**config.mk**
```make
export PLATFORM = sky130hd
export DESIGN_NAME = load_align_unit
export DESIGN_NICKNAME = d
export VERILOG_FILES = /design/src/rtl/load_align_unit.sv
export SDC_FILE = /design/constraint.sdc
export NUM_CORES = 1
export LEC_CHECK = 0
export CORE_MARGIN = 2
export CORE_UTILIZATION = 49
export DETAILED_ROUTE_END_ITERATION = 10
export PLACE_DENSITY = 0.95
export SKIP_LAST_GASP = 1
export SLEW_MARGIN = 20
export SYNTH_ARGS = -nofsm -noshare
export SYNTH_HDL_FRONTEND = slang
export SYNTH_SLANG_ARGS = --single-unit
```
**constraint.sdc**
```tcl
create_clock -name clk -period 3.99 [get_ports clk]
set_input_delay 0.798 -clock clk [delete_from_list [all_inputs] [get_ports clk]]
set_output_delay 0.798 -clock clk [all_outputs]
set_load 0.02 [all_outputs]
```
**src/rtl/load_align_unit.sv**
```systemverilog
// load_align_unit: sequential load-data aligner for the LSU/writeback path.
// Accepts one load, issues one or two aligned bus reads, merges the beats,
// extracts the addressed byte/half/word/dword and sign- or zero-extends it.
// Optional feature macro: MISALIGN_SPLIT_EN. When defined, a load that crosses
// an aligned line is split into two reads and merged. When undefined, such a
// load issues no bus read and returns rsp_err with zero data.
module load_align_unit #(
  parameter int XLEN   = 64,
  parameter int ADDR_W = 64,
  parameter int TAG_W  = 5
) (
  input  logic              clk,
  input  logic              rst_n,
  input  logic              req_valid,
  output logic              req_ready,
  input  logic [ADDR_W-1:0] req_addr,
  input  logic [1:0]        req_size,
  input  logic              req_unsigned,
  input  logic [TAG_W-1:0]  req_tag,
  output logic              mem_rd_valid,
  input  logic              mem_rd_ready,
  output logic [ADDR_W-1:0] mem_rd_addr,
  input  logic              mem_rsp_valid,
  input  logic [XLEN-1:0]   mem_rsp_data,
  output logic              rsp_valid,
  input  logic              rsp_ready,
  output logic [XLEN-1:0]   rsp_data,
  output logic [TAG_W-1:0]  rsp_tag,
  output logic              rsp_err
);

  localparam int BYTES = XLEN / 8;
  localparam int LOG_B = $clog2(BYTES);

  typedef enum logic [2:0] {IDLE, REQ0, WAIT0, REQ1, WAIT1, RESP} state_t;

  state_t r_state;
  state_t w_nextState;

  logic [ADDR_W-1:0] r_addr;
  logic [1:0]        r_size;
  logic              r_unsigned;
  logic [TAG_W-1:0]  r_tag;
  logic [XLEN-1:0]   r_rspData;
  logic              r_rspErr;
`ifdef MISALIGN_SPLIT_EN
  logic              r_cross;
  logic [XLEN-1:0]   r_beat0;
  logic [ADDR_W-1:0] w_nextLineAddr;
`endif

  logic [LOG_B-1:0]  w_reqOff;
  logic [4:0]        w_reqSpan;
  logic              w_reqCross;
  logic              w_reqIllegal;
  logic [ADDR_W-1:0] w_lineAddr;
  logic [XLEN-1:0]   w_beatLo;
  logic [XLEN-1:0]   w_beatHi;
  logic [XLEN-1:0]   w_merged;
  logic [XLEN-1:0]   w_keep;
  logic [XLEN-1:0]   w_result;
  logic [6:0]        w_nBits;
  logic              w_signBit;
  logic              w_lastBeat;

  // A request crosses the line when its last byte lands beyond the aligned word.
  assign w_reqOff   = req_addr[LOG_B-1:0];
  assign w_reqSpan  = 5'(w_reqOff) + (5'd1 << req_size);
  assign w_reqCross = w_reqSpan > 5'(BYTES);

`ifdef MISALIGN_SPLIT_EN
  assign w_reqIllegal   = (XLEN == 32) && (req_size == 2'd3);
  assign w_nextLineAddr = w_lineAddr + ADDR_W'(BYTES);
`else
  assign w_reqIllegal = ((XLEN == 32) && (req_size == 2'd3)) || w_reqCross;
`endif

  assign w_lineAddr = {r_addr[ADDR_W-1:LOG_B], {LOG_B{1'b0}}};

  // State register; reset abandons any access in flight.
  always_ff @(posedge clk or negedge rst_n) begin
    if (!rst_n) r_state <= IDLE;
    else        r_state <= w_nextState;
  end

  // Next-state logic; bus responses outside the wait states fall through untouched.
  always_comb begin
    w_nextState = r_state;
    case (r_state)
      IDLE:  if (req_valid) w_nextState = w_reqIllegal ? RESP : REQ0;
      REQ0:  if (mem_rd_ready) w_nextState = WAIT0;
`ifdef MISALIGN_SPLIT_EN
      WAIT0: if (mem_rsp_valid) w_nextState = r_cross ? REQ1 : RESP;
      REQ1:  if (mem_rd_ready) w_nextState = WAIT1;
      WAIT1: if (mem_rsp_valid) w_nextState = RESP;
`else
      WAIT0: if (mem_rsp_valid) w_nextState = RESP;
`endif
      RESP:  if (rsp_ready) w_nextState = IDLE;
      default: w_nextState = IDLE;
    endcase
  end

  // Pick the beat pair to merge: the live bus beat is the low half unless it is the second beat.
  always_comb begin
    w_beatLo = mem_rsp_data;
    w_beatHi = '0;
`ifdef MISALIGN_SPLIT_EN
    if (r_state == WAIT1) begin
      w_beatLo = r_beat0;
      w_beatHi = mem_rsp_data;
    end
`endif
  end

  assign w_merged = XLEN'({w_beatHi, w_beatLo} >> {r_addr[LOG_B-1:0], 3'b000});
  assign w_nBits  = 7'd8 << r_size;
  assign w_keep   = ~({XLEN{1'b1}} << w_nBits);

  // Select the top bit of the extracted field as the sign source.
  always_comb begin
    w_signBit = 1'b0;
    case (r_size)
      2'd0: w_signBit = w_merged[7];
      2'd1: w_signBit = w_merged[15];
      2'd2: w_signBit = w_merged[31];
      2'd3: w_signBit = w_merged[XLEN-1];
      default: w_signBit = 1'b0;
    endcase
  end

  assign w_result   = (w_merged & w_keep) | ({XLEN{w_signBit & ~r_unsigned}} & ~w_keep);
  assign w_lastBeat = ((r_state == WAIT0) || (r_state == WAIT1)) && (w_nextState == RESP);

  // Capture the request, buffer beats and register the response so it holds under backpressure.
  always_ff @(posedge clk or negedge rst_n) begin
    if (!rst_n) begin
      r_addr     <= '0;
      r_size     <= '0;
      r_unsigned <= 1'b0;
      r_tag      <= '0;
      r_rspData  <= '0;
      r_rspErr   <= 1'b0;
`ifdef MISALIGN_SPLIT_EN
      r_cross    <= 1'b0;
      r_beat0    <= '0;
`endif
    end else begin
      if ((r_state == IDLE) && req_valid) begin
        r_addr     <= req_addr;
        r_size     <= req_size;
        r_unsigned <= req_unsigned;
        r_tag      <= req_tag;
        r_rspData  <= '0;
        r_rspErr   <= w_reqIllegal;
`ifdef MISALIGN_SPLIT_EN
        r_cross    <= w_reqCross;
`endif
      end
`ifdef MISALIGN_SPLIT_EN
      if ((r_state == WAIT0) && mem_rsp_valid) r_beat0 <= mem_rsp_data;
`endif
      if (w_lastBeat) r_rspData <= w_result;
    end
  end

  // Bus read address: first aligned line, then the following line (wrapping at the top).
  always_comb begin
    mem_rd_addr = '0;
    if (r_state == REQ0) mem_rd_addr = w_lineAddr;
`ifdef MISALIGN_SPLIT_EN
    if (r_state == REQ1) mem_rd_addr = w_nextLineAddr;
`endif
  end

  assign req_ready    = rst_n && (r_state == IDLE);
  assign mem_rd_valid = (r_state == REQ0) || (r_state == REQ1);
  assign rsp_valid    = (r_state == RESP);
  assign rsp_data     = r_rspData;
  assign rsp_tag      = r_tag;
  assign rsp_err      = r_rspErr;

endmodule

```
==> summary.txt <==
Peak VDD IR = 488.1 uV
Chip width = 129.3 um
Most frequent cell after synthesis = dfrtp_1
Starting density of the core = 0.5043
Met1 wire length = 9293 um
Final slew viol count = 0
Cell taking the most area after synthesis = dfrtp_1
GP Congestion = 0.9882
Buffers on Ports = 275
Std cell rows = 45
Largest net degree at the start of global routing = 78
Routed wl met3 = 2526 um
Startpoint types = register
Most frequent cells after synthesis = dfrtp_1 (140), mux2_2 (88), and2_1 (67)
Worst EP required = 3.19 ns
Mapped cell area = 7695 um^2
Total negative setup slack = 0 ns
Worst Clk Skew = 0.008082 ns
Worst skew pair latency = 0.43 ns
Ports = 279
Crit share post-route = 0.8275
Number of synthesis warnings = 0
Mapped Cells = 718
Total CTS buffers = 17
CTS Sinks = 140
WL final = 25130 um
Met2 wire length = 11940 um
Die H = 129.3 um
WS Path Type = register to output port
RSZ-0062 raised after global routing = false
Fin nets = 1111
Global-route wire length before repair = 38010 um
Setup Buffers After CTS = 0
Post-route cell area = 11180 um^2
Outcome = finished, final reports clean
Post-synth cell types = 44
Initial DRC count = 710
GRT overflow = 0
Main combinational cell family by area after synthesis = multiplexers
Number of global-route vias before repair = 6990
CTS tree = yes
Placed cell area = 10560 um^2
Power Density = 819.8 nW/um^2
Initial antenna violation count = 0
Syn Area/Cell = 10.72 um^2
Relative slew margins = 0.2599
Fillers = 1004
WL per Instance = 21.13 um
Final Hold Viols = 0
Final Critical Period = 3.302 ns
FMAX = 302.9 MHz
Clock root buffer = clkbuf_16
PostCTS Resize Cnt = 0
Post-synthesis compound-gate area fraction = 0.1283
Final setup fails = 0
Crit. End Element = output port
Detailed Place HPWL = 18430 um
DRC errors left = 0
CP Max Fanout = 61
Max Buffers Root-to-Sink = 2
Die area = 16720 um^2
Sequential cell area fraction in the yosys report = 0.4553
Post-synthesis xor/xnor area fraction = 0
Via count = 6984
Main synth FF type = dfrtp_1
Top Metal Used = met4
Post-synth ARST share = 1.000
Synth Area in Simple Gates = 0.1410
Multiplexer share of the synthesized area = 0.2228
Htree depth = 4
Worst Hold Class = register to register
Leakage = 4.687 nW
Area contributors post-synth = dfrtp_1 (46%), mux2_2 (13%), and2_1 (5.4%)
Layout cells sized above 1 = 0.1605
Area Growth Syn to Fin = 45.24%
DRT Pass-1 Iters = 5
Clock-pin transition on the worst setup and hold timing paths = 0.06 ns
Slew of the pin with the lowest slew margin = 1.106 ns
Number of enable flip-flop cells after synthesis = 0
Post-DRT Antenna Nets = 0
Yosys top cell area share = 0.4553
N_diodes = 0
Total GRT Usage = 0.2992
Max-Cap Viols = 0
Via-to-Cell Ratio = 5.874
Crit path DAT = 2.50 ns
Hold Buf Count CTS = 0
Area share of fa/ha/maj cells after synthesis = 0.007480
Core ar. = 15260 um^2
Flops & latches, synth = 140
-- layer usage --
metal,global-route usage,vias to the layer above
li1,-,3091
met3,0.07308,102
met4,0.1618,0
met5,0,-
met1,0.3797,3341
met2,0.4746,450
-- cell usage in the layout, fill, tap and decap left out, types with 2 or more instances in the layout --
cell type and count:
a221o_1 17, mux2i_1 34, o21ai_2 2, nor3_1 3, o21ai_0 29, nor2_1 24
nand2b_1 4, nor2b_1 7, clkinv_4 3, mux2_2 88, clkbuf_16 17, conb_1 3
dfrtp_1 138, o211ai_1 31, and2_1 67, a32o_1 5, inv_1 19, clkinv_2 2
o21a_1 7, buf_4 10, a21oi_1 32, mux4_2 17, ha_1 3, nand2_1 50
bufinv_16 3, clkbuf_8 2, o22ai_1 10, dfrtp_2 2, nand3_1 49, inv_6 3
clkdlybuf4s50_1 274
-- state kept, by name (all words and copies together) (netlist names) --
name,count
r_addr,64
rsp_err,1
r_size,2
rsp_tag,5
rsp_data,64
r_state,3
r_unsigned,1
-- metrics by stage --
step | util | total power, W | hold slack (ns) | cells | worst slack [ns]
CTS | 0.7324 | 0.009133 | 0.4780 | 1189 | 0.6969
floorplan | - | 0.005472 | 0.4706 | 720 | 1.491
global placement | 0.6920 | 0.007296 | 0.4623 | 1157 | 0.9080
global route | 0.7324 | 0.009605 | 0.5042 | 1189 | 0.5694
finish | 0.7324 | 0.009161 | 0.4733 | 1189 | 0.6883
detailed placement | 0.6920 | 0.007440 | 0.4633 | 1157 | 0.8797
-- cell type report --
class	instances	area, um^2	share of cell area
Inverter	19	71.32	0.006382
Clock buffer	20	456.7	0.04086
Timing Repair Buffer	286	2849	0.2549
Multi-Input combinational cell	501	3869	0.3462
Tap cell	211	264.0	0.02362
Clock inverter	12	160.2	0.01433
Sequential cell	140	3506	0.3137
-- where the power goes --
group / internal (W) / total (W) / switching [W]
Combinational: 0.00238 / 0.00496 / 0.00258
Clock: 0.00102 / 0.00164 / 0.000622
Sequential: 0.00205 / 0.00256 / 0.000506
Total: 0.00546 / 0.00916 / 0.00371
-- logic make-up after synthesis --
kind of cell    Yosys count
simple gates            212
fa+ha+maj                 4
flops                   140
buf+inv                  79
mux                     139
other cells               1
compound gates          143
-- critical path, stage by stage (launching register included) --
cell and delay (ns):
dfrtp_1 0.49, nand2b_1 0.22, nor2_2 0.08, buf_4 0.41
and2_1 0.20, clkdlybuf4s50_1 0.67
-- final timing paths --
check / start / to / slack (ns) / cells past startpoint
min in group asynchronous: rst_n / r_addr[52] / 0.54 / 2
hold reg to reg: rsp_err / rsp_err / 0.47 / 2
setup reg to reg: r_addr[0] / rsp_data[6] / 1.34 / 5
hold / removal: rsp_err / rsp_err / 0.47 / 2
max in group asynchronous: rst_n / r_addr[0] / 1.92 / 3
setup / recovery: r_state[1] / mem_rd_addr[13] / 0.69 / 5
No activity file was read; power rests on OpenSTA's default activity.
